**config.mk**
```make
export PLATFORM = sky130hd
export DESIGN_NAME = vedic_seq_mul
export DESIGN_NICKNAME = d
export VERILOG_FILES = /design/src/rtl/vedic_seq_mul.sv
export SDC_FILE = /design/constraint.sdc
export NUM_CORES = 1
export LEC_CHECK = 0
export CAP_MARGIN = 20
export CORE_MARGIN = 5
export CORE_UTILIZATION = 50
export DETAILED_ROUTE_END_ITERATION = 8
export MAX_ROUTING_LAYER = met4
export PLACE_DENSITY = 0.73
export SYNTH_ARGS = -nofsm -noshare
export SYNTH_HDL_FRONTEND = slang
export SYNTH_HIERARCHICAL = 1
export SYNTH_SLANG_ARGS = --single-unit
```
**constraint.sdc**
```tcl
create_clock -name clk -period 4.9 [get_ports clk]
set_clock_uncertainty 0.1 [all_clocks]
set_input_delay 0.735 -clock clk [delete_from_list [all_inputs] [get_ports clk]]
set_output_delay 0.735 -clock clk [all_outputs]
set_load 0.05 [all_outputs]
```
**src/rtl/vedic_seq_mul.sv**
```systemverilog
// Sequential unsigned multiplier built around one 2x2 Vedic (Urdhva) core.
// One partial product per cycle, D*D cycles per multiply, valid/ready handshakes.

module vedic_2x2 (
   input  logic [1:0] a,
   input  logic [1:0] b,
   output logic [3:0] p
);
   logic c1;
   logic hi;

   assign c1   = (a[1] & b[0]) & (a[0] & b[1]);
   assign hi   = a[1] & b[1];
   assign p[0] = a[0] & b[0];
   assign p[1] = (a[1] & b[0]) ^ (a[0] & b[1]);
   assign p[2] = hi ^ c1;
   assign p[3] = hi & c1;
endmodule

// state | meaning
// IDLE  | waiting for an operand pair (in_ready high once out of reset)
// CALC  | accumulating one 2x2 partial product per cycle (busy high)
// DONE  | y holds the product, out_valid high until out_ready
module vedic_seq_mul #(
   parameter int WIDTH = 8
) (
   input  logic               clk,
   input  logic               rst_n,
   input  logic               in_valid,
   output logic               in_ready,
   input  logic [WIDTH-1:0]   a,
   input  logic [WIDTH-1:0]   b,
   output logic               out_valid,
   input  logic               out_ready,
   output logic [2*WIDTH-1:0] y,
   output logic               busy
);
   localparam int D  = WIDTH / 2;
   localparam int IW = (D > 1) ? $clog2(D) : 1;
   localparam logic [IW-1:0] LAST = IW'(D - 1);

   typedef enum logic [1:0] {IDLE, CALC, DONE} state_t;

   state_t             state, state_nx;
   logic               in_ready_q;
   logic               accept;
   logic               last;
   logic [WIDTH-1:0]   a_reg, b_reg;
   logic [2*WIDTH-1:0] acc;
   logic [2*WIDTH-1:0] pp;
   logic [2*WIDTH-1:0] acc_sum;
   logic [IW-1:0]      i, j;
   logic [IW:0]        sum_ij;
   logic [3:0]         core_p;

   vedic_2x2 u_core (
      .a (a_reg[2*i +: 2]),
      .b (b_reg[2*j +: 2]),
      .p (core_p)
   );

   assign sum_ij  = {1'b0, i} + {1'b0, j};
   assign pp      = {{(2*WIDTH-4){1'b0}}, core_p} << {sum_ij, 1'b0};
   assign acc_sum = acc + pp;
   assign last    = (i == LAST) && (j == LAST);

   always_ff @(posedge clk or negedge rst_n) begin
      if (!rst_n) begin
         state      <= IDLE;
         in_ready_q <= 1'b0;
      end else begin
         state      <= state_nx;
         in_ready_q <= (state_nx == IDLE);
      end
   end

   always_comb begin
      state_nx = state;
      accept   = 1'b0;
      case (state)
         IDLE: begin
            // in_ready_q gates acceptance so nothing is taken during the reset-release cycle
            if (in_ready_q && in_valid) begin
               accept   = 1'b1;
               state_nx = CALC;
            end
         end
         CALC: begin
            if (last) state_nx = DONE;
         end
         DONE: begin
            if (out_ready) state_nx = IDLE;
         end
         default: state_nx = IDLE;
      endcase
   end

   always_ff @(posedge clk or negedge rst_n) begin
      if (!rst_n) begin
         a_reg <= '0;
         b_reg <= '0;
         acc   <= '0;
         y     <= '0;
         i     <= '0;
         j     <= '0;
      end else if (accept) begin
         a_reg <= a;
         b_reg <= b;
         acc   <= '0;
         i     <= '0;
         j     <= '0;
      end else if (state == CALC) begin
         acc <= acc_sum;
         if (last) y <= acc_sum;
         if (j == LAST) begin
            j <= '0;
            i <= i + 1'b1;
         end else begin
            j <= j + 1'b1;
         end
      end
   end

   assign in_ready  = in_ready_q;
   assign busy      = (state == CALC);
   assign out_valid = (state == DONE);
endmodule

```
### Word level (Yosys, flattened, before mapping)

Cells that the tools add are included.

* bits in registers: 55
* latch bits: 0
* RAM bits: 0
* ROM bits: 0
* input bits: 20
* memories kept: 0

* add/sub/neg operators: 4
* $mul: 0
* div/mod/pow operators: 0
* magnitude comparators: 0
* equality and inequality tests: 4
* shifts and indexed selects: 3
* muxes and demuxes: 14
* bitwise operators: 9
* reductions and logical operators: 8

Operators with widths (number)
* 2-to-1 mux 16 bit: 2
* 2-to-1 mux 2 bit: 9
* adder 16 bit: 1
* indexed part select 8 x 4 -> 2 bit: 2
* << shifter 4 x 4 -> 16 bit: 1
* AND 1 bit: 6
* equality test 2 bit (second input constant): 3
* one-hot mux 2 bit (3 select lines): 1
* adder 2 x 1 -> 2 bit (second input constant): 2
* logical NOT 2 bit: 2
* nonzero test 2 bit: 2
* adder 2 x 2 -> 3 bit: 1
* AND reduction 3 bit: 1
* equality test 2 x 1 -> 1 bit (second input constant): 1
* logical AND 1 bit: 2
* 2-to-1 mux 1 bit: 2
* AND reduction 2 bit: 1
* XOR 1 bit: 2
* NOT 1 bit: 1

### Longest topological paths before layout

* depth in word-level cells: 8
* gate-level depth with buffers: 13
* depth with buffers taken out: 12

### Hierarchy

Netlist, hierarchy kept.

Modules (own cells, without submodules)
* vedic_seq_mul: times used 1, cells an instance 381, area each 3318.2 sq um, sequential area each 1376.3 sq um
* vedic_2x2: times used 1, cells an instance 6, area each 50.0 sq um, sequential area each 0.0 sq um

### Worst setup path before layout

No wires, ideal clock.

* path type: reg-to-reg
* from: register i[0]
* to: register y[12]
* arrival time: 3.338 ns
* slack: 1.392 ns
* stages on the path, launching flop included: 13
* clock period less this slack: 3.508 ns
* cells stage by stage: dfrtp_1 > mux4_2 > and2_1 > ha_1 > ha_1 > a22oi_1 > nor2_1 > ha_1 > a21o_4 > a221oi_4 > o21ai_2 > or3_1 > nand3_1

* cells in the longest elaborated chain, start to end: 6

Ends and longest elaborated chain
* from (decl): line 52 `logic [IW-1:0] i, j;`
* from (signal assigned): line 117 `i <= i + 1'b1;`
* indexed part select 8 x 4 -> 2 bit *: line 57 `.a (a_reg[2*i +: 2]),`
* AND 1 bit (2 in series): line 12 `assign c1 = (a[1] & b[0]) & (a[0] & b[1]);`
* XOR 1 bit *: line 16 `assign p[2] = hi ^ c1;`
* net core_p[2]: line 54 `logic [3:0] core_p;`
* << shifter 4 x 4 -> 16 bit *: line 63 `assign pp = {{(2*WIDTH-4){1'b0}}, core_p} << {sum_ij, 1'b0};`
* adder 16 bit *: line 64 `assign acc_sum = acc + pp;`
* to (signal assigned): line 114 `if (last) y <= acc_sum;`
* to (decl): line 35 `output logic [2*WIDTH-1:0] y,`

The timed path passes the listed nets; every way through them passes the cells marked *.
A chain may end at the register's enable or synchronous reset.

### Worst setup path in the final report

* from: register i[0]
* to: register y[11]

The elaborated chain is that of the path after synthesis.

==> impl_metrics.ini <==
[run_status]
status = complete, no violations

[grt]
grt_busiest_layer = met2
grtUsageTotal_pct = 20.3
grt_util_met3_pct = 3.12
grt_antenna_before_repair = 0
met1_usage_pct = 25.4
grt_pass1_wl_um = 13300
grt_max_degree = 56
grt_overflow = 0
met2_usage_pct = 33.8
grt_pass1_vias = 2764

[floorplan]
rows = 30
io_pins = 39
die_w_um = 92.1
dieHeight_um = 92.1
die_area_um2 = 8480
core_um2 = 6680
initial_core_util_pct = 50.4

[yosys]
synth_top_family_by_area = simple AND/OR/NAND/NOR gates
avgSynthCellArea_um2 = 8.70
yosys_warnings = 6
synth_top_cells_by_count = nand2_1 (91), dfrtp_1 (55), o21ai_0 (32), nand3_1 (29), nor2_1 (27)
synth_mux_area_share_pct = 3.86
synth_compound_area_share_pct = 14.7
netlist.area_leader.share_pct = 40.9
synthTopCellsByArea = dfrtp_1 (41%), nand2_1 (10%), ha_1 (7.4%)
synth_edf_count = 0
synthArstFlopShare_pct = 100
ys_types = 41
ys.flop_type = dfrtp_1
syn-instance-count = 387
yosys.area_share.xor_xnor_pct = 2.60
syn_area_um2 = 3370
yosysSeqAreaShare_pct = 40.9
ys_ff_latch = 55
synthAdderAreaFrac_pct = 8.62
synth_nets = 429
synth-simple-area-share_pct = 25.5
synth.largest_area_cell = dfrtp_1
yosysMostFrequentCell = nand2_1

[power_and_ir_drop]
power.leakage_nw = 1.75
power_density_nw_per_um2 = 632
clock_power_share_pct = 12.2
ir_worst_vdd_uv = 279
p_seq_share_pct = 31.6
p_int_mw = 1.30
switchingPower_mw = 1.14
p_sw_share_pct = 46.7
combinationalPowerShare_pct = 56.3
power_mw = 2.44

[layout]
seq_area_um2 = 1380
syn_to_final_growth_pct = 14.9
antenna_cells = 0
multi_input_area_um2 = 1860
reg_top3 = acc x16, y x16
fill_cells = 605
nNetsFinal = 456
drive_gt1_share_pct = 6.04

[clock_network]
clk-insertion-delay-late_ns = 0.31
hold_buffers = 0
clock_sinks = 55
path_clk_slew_ns = 0.09
cts_inserted_buffers = 5
clock_path_buffers = 2
cts_max_level = 2
cts_resized = 0
clockRootBuffer = clkbuf_8
post-cts-setup-buffer-count = 0
cts_tree = yes

[placed_design]
port_buffers = 38
gp_congestion = 0.970
dp_hpwl_um = 6080

[worst_setup_path]
crit_top_cell = ha_1
rr_startpoint = i[0]
regToRegSetupSlack_ns = 0.93
cp_slowest_cell = mux4_2
cp.arrival_ns = 4.11
path_buf_inv = 0
crit_family = compound AO/OA/AOI/OAI gates
endpoint_kind = flip-flop
r2r-end = y[11]
worstSetupPathType = reg -> reg
startpoint_type = flip-flop
reg2reg_depth = 12
crit_required_ns = 5.04
max_stage_delay_ns = 0.54
crit_fanout = 5
crit_chain = mux4_2, and2_1, ha_1, ha_1, mux2i_1, nor2_1, ha_1, nand2_1, a211oi_1, o21ai_0, a211o_1, nand3_1

[timing]
max-slew-margin-rel_pct = 43.7
fmax_mhz = 252
fin_crit_ns = 3.97
fin_crit_sh_pct = 81.0
rsz0062_at_grt = false
final_max_slew_viol_count = 0
setup_violations = 0
final_hold_viol_count = 0
tightest_slew_ns = 0.841
setup_tns_ns = 0

[min_path]
min_to = y[0]
worstHoldPathCells = 2
holdCritPathClass = reg -> reg
hp-start = y[0]

[detailed_routing]
ant_nets = 0
drc = 0
vias_per_cell = 5.74
drtIter0Drc = 145
avgRoutedWirePerCell_um = 16.2
wirelength_um = 8010
vias = 2837
detail_route.first_pass.iterations = 5

[run]
maxCapViolCount = 0
## per-stage QoR
step / instances / hold WS, ns / utilization (%) / cell area, µm² / setup slack, ns
6_report: 494 / 0.385 / 57.9 / 3870 / 0.933
2_1_floorplan: 387 / 0.339 / - / 3370 / 1.39
3_3_place_gp: 487 / 0.362 / 56.3 / 3760 / 1.07
3_5_place_dp: 487 / 0.362 / 56.3 / 3760 / 0.997
5_1_grt: 494 / 0.405 / 57.9 / 3870 / 0.635
4_1_cts: 494 / 0.387 / 57.9 / 3870 / 0.959
## worst max-delay path by stage
stage	to	startpoint	depth (start not counted)	slack, ns
5_1_grt	y[11]	i[0]	12	0.63
3_3_place_gp	y[11]	i[0]	12	1.07
4_1_cts	y[11]	i[0]	12	0.96
3_5_place_dp	y[11]	i[0]	12	1.0
2_1_floorplan	y[12]	i[0]	12	1.39
6_report	y[11]	i[0]	12	0.93
## layer usage
layer | vias to the layer above | part of all wire [%]
li1 | 1412 | -
met1 | 1345 | 45
met2 | 62 | 48
met3 | 18 | 4.2
met4 | 0 | 2.7
met5 | - | 0
## cells by family (layout without fill, tap and decap cells)
logic type	count (synthesis)	after routing
xor gates and xnor gates	10	10
and+or+nand+nor	190	190
DFF	55	55
adders and majority gates	22	22
AOI/OAI and AO/OA	76	76
muxes	8	8
buffers and inverters	26	53
## power by group through the flow
stage	clock (mW)	combinational, mW	sequential, mW
CTS	0.306	1.38	0.776
finish	0.298	1.38	0.771
detailed placement	0	1.38	0.786
floorplan	0	0.817	0.962
global placement	0	1.34	0.783
global route	0.319	1.51	0.797
## cells in the final DEF, fill, tap and decap left out, drive strengths merged, types with 2 or more instances in the layout
cell type	synthesis	final
o21ai	33	33
ha	20	20
or3	3	3
fa	2	2
o21bai	2	2
nand4	13	13
clkbuf	20	5
dfrtp	55	55
buf	3	6
a32o	2	2
nor3	6	6
nand2b	4	4
mux4	4	4
nand3	29	29
a22oi	4	4
mux2i	4	4
xor2	6	6
clkdlybuf4s50	0	37
nor2	27	27
a211oi	2	2
nor2b	5	5
inv	3	3
a211o	7	7
xnor2	4	4
and3	4	4
a21oi	16	16
and2	4	4
a21o	3	3
o21a	4	4
nor4b	2	2
nand2	91	91
## cell type report
type | count | area share (%)
inverter | 3 | 0.291
clock buffer | 5 | 1.78
tap | 80 | 2.59
multi-input combinational | 306 | 48.1
clock inverter | 2 | 0.970
sequential | 55 | 35.6
timing repair buffer | 43 | 10.7
## worst min-delay path, stage by stage, from the launching register on
cell     delay (ns)
dfrtp_1        0.35
nand2_1        0.05
nand2_1        0.05
Power figures use the tool's default switching activity.
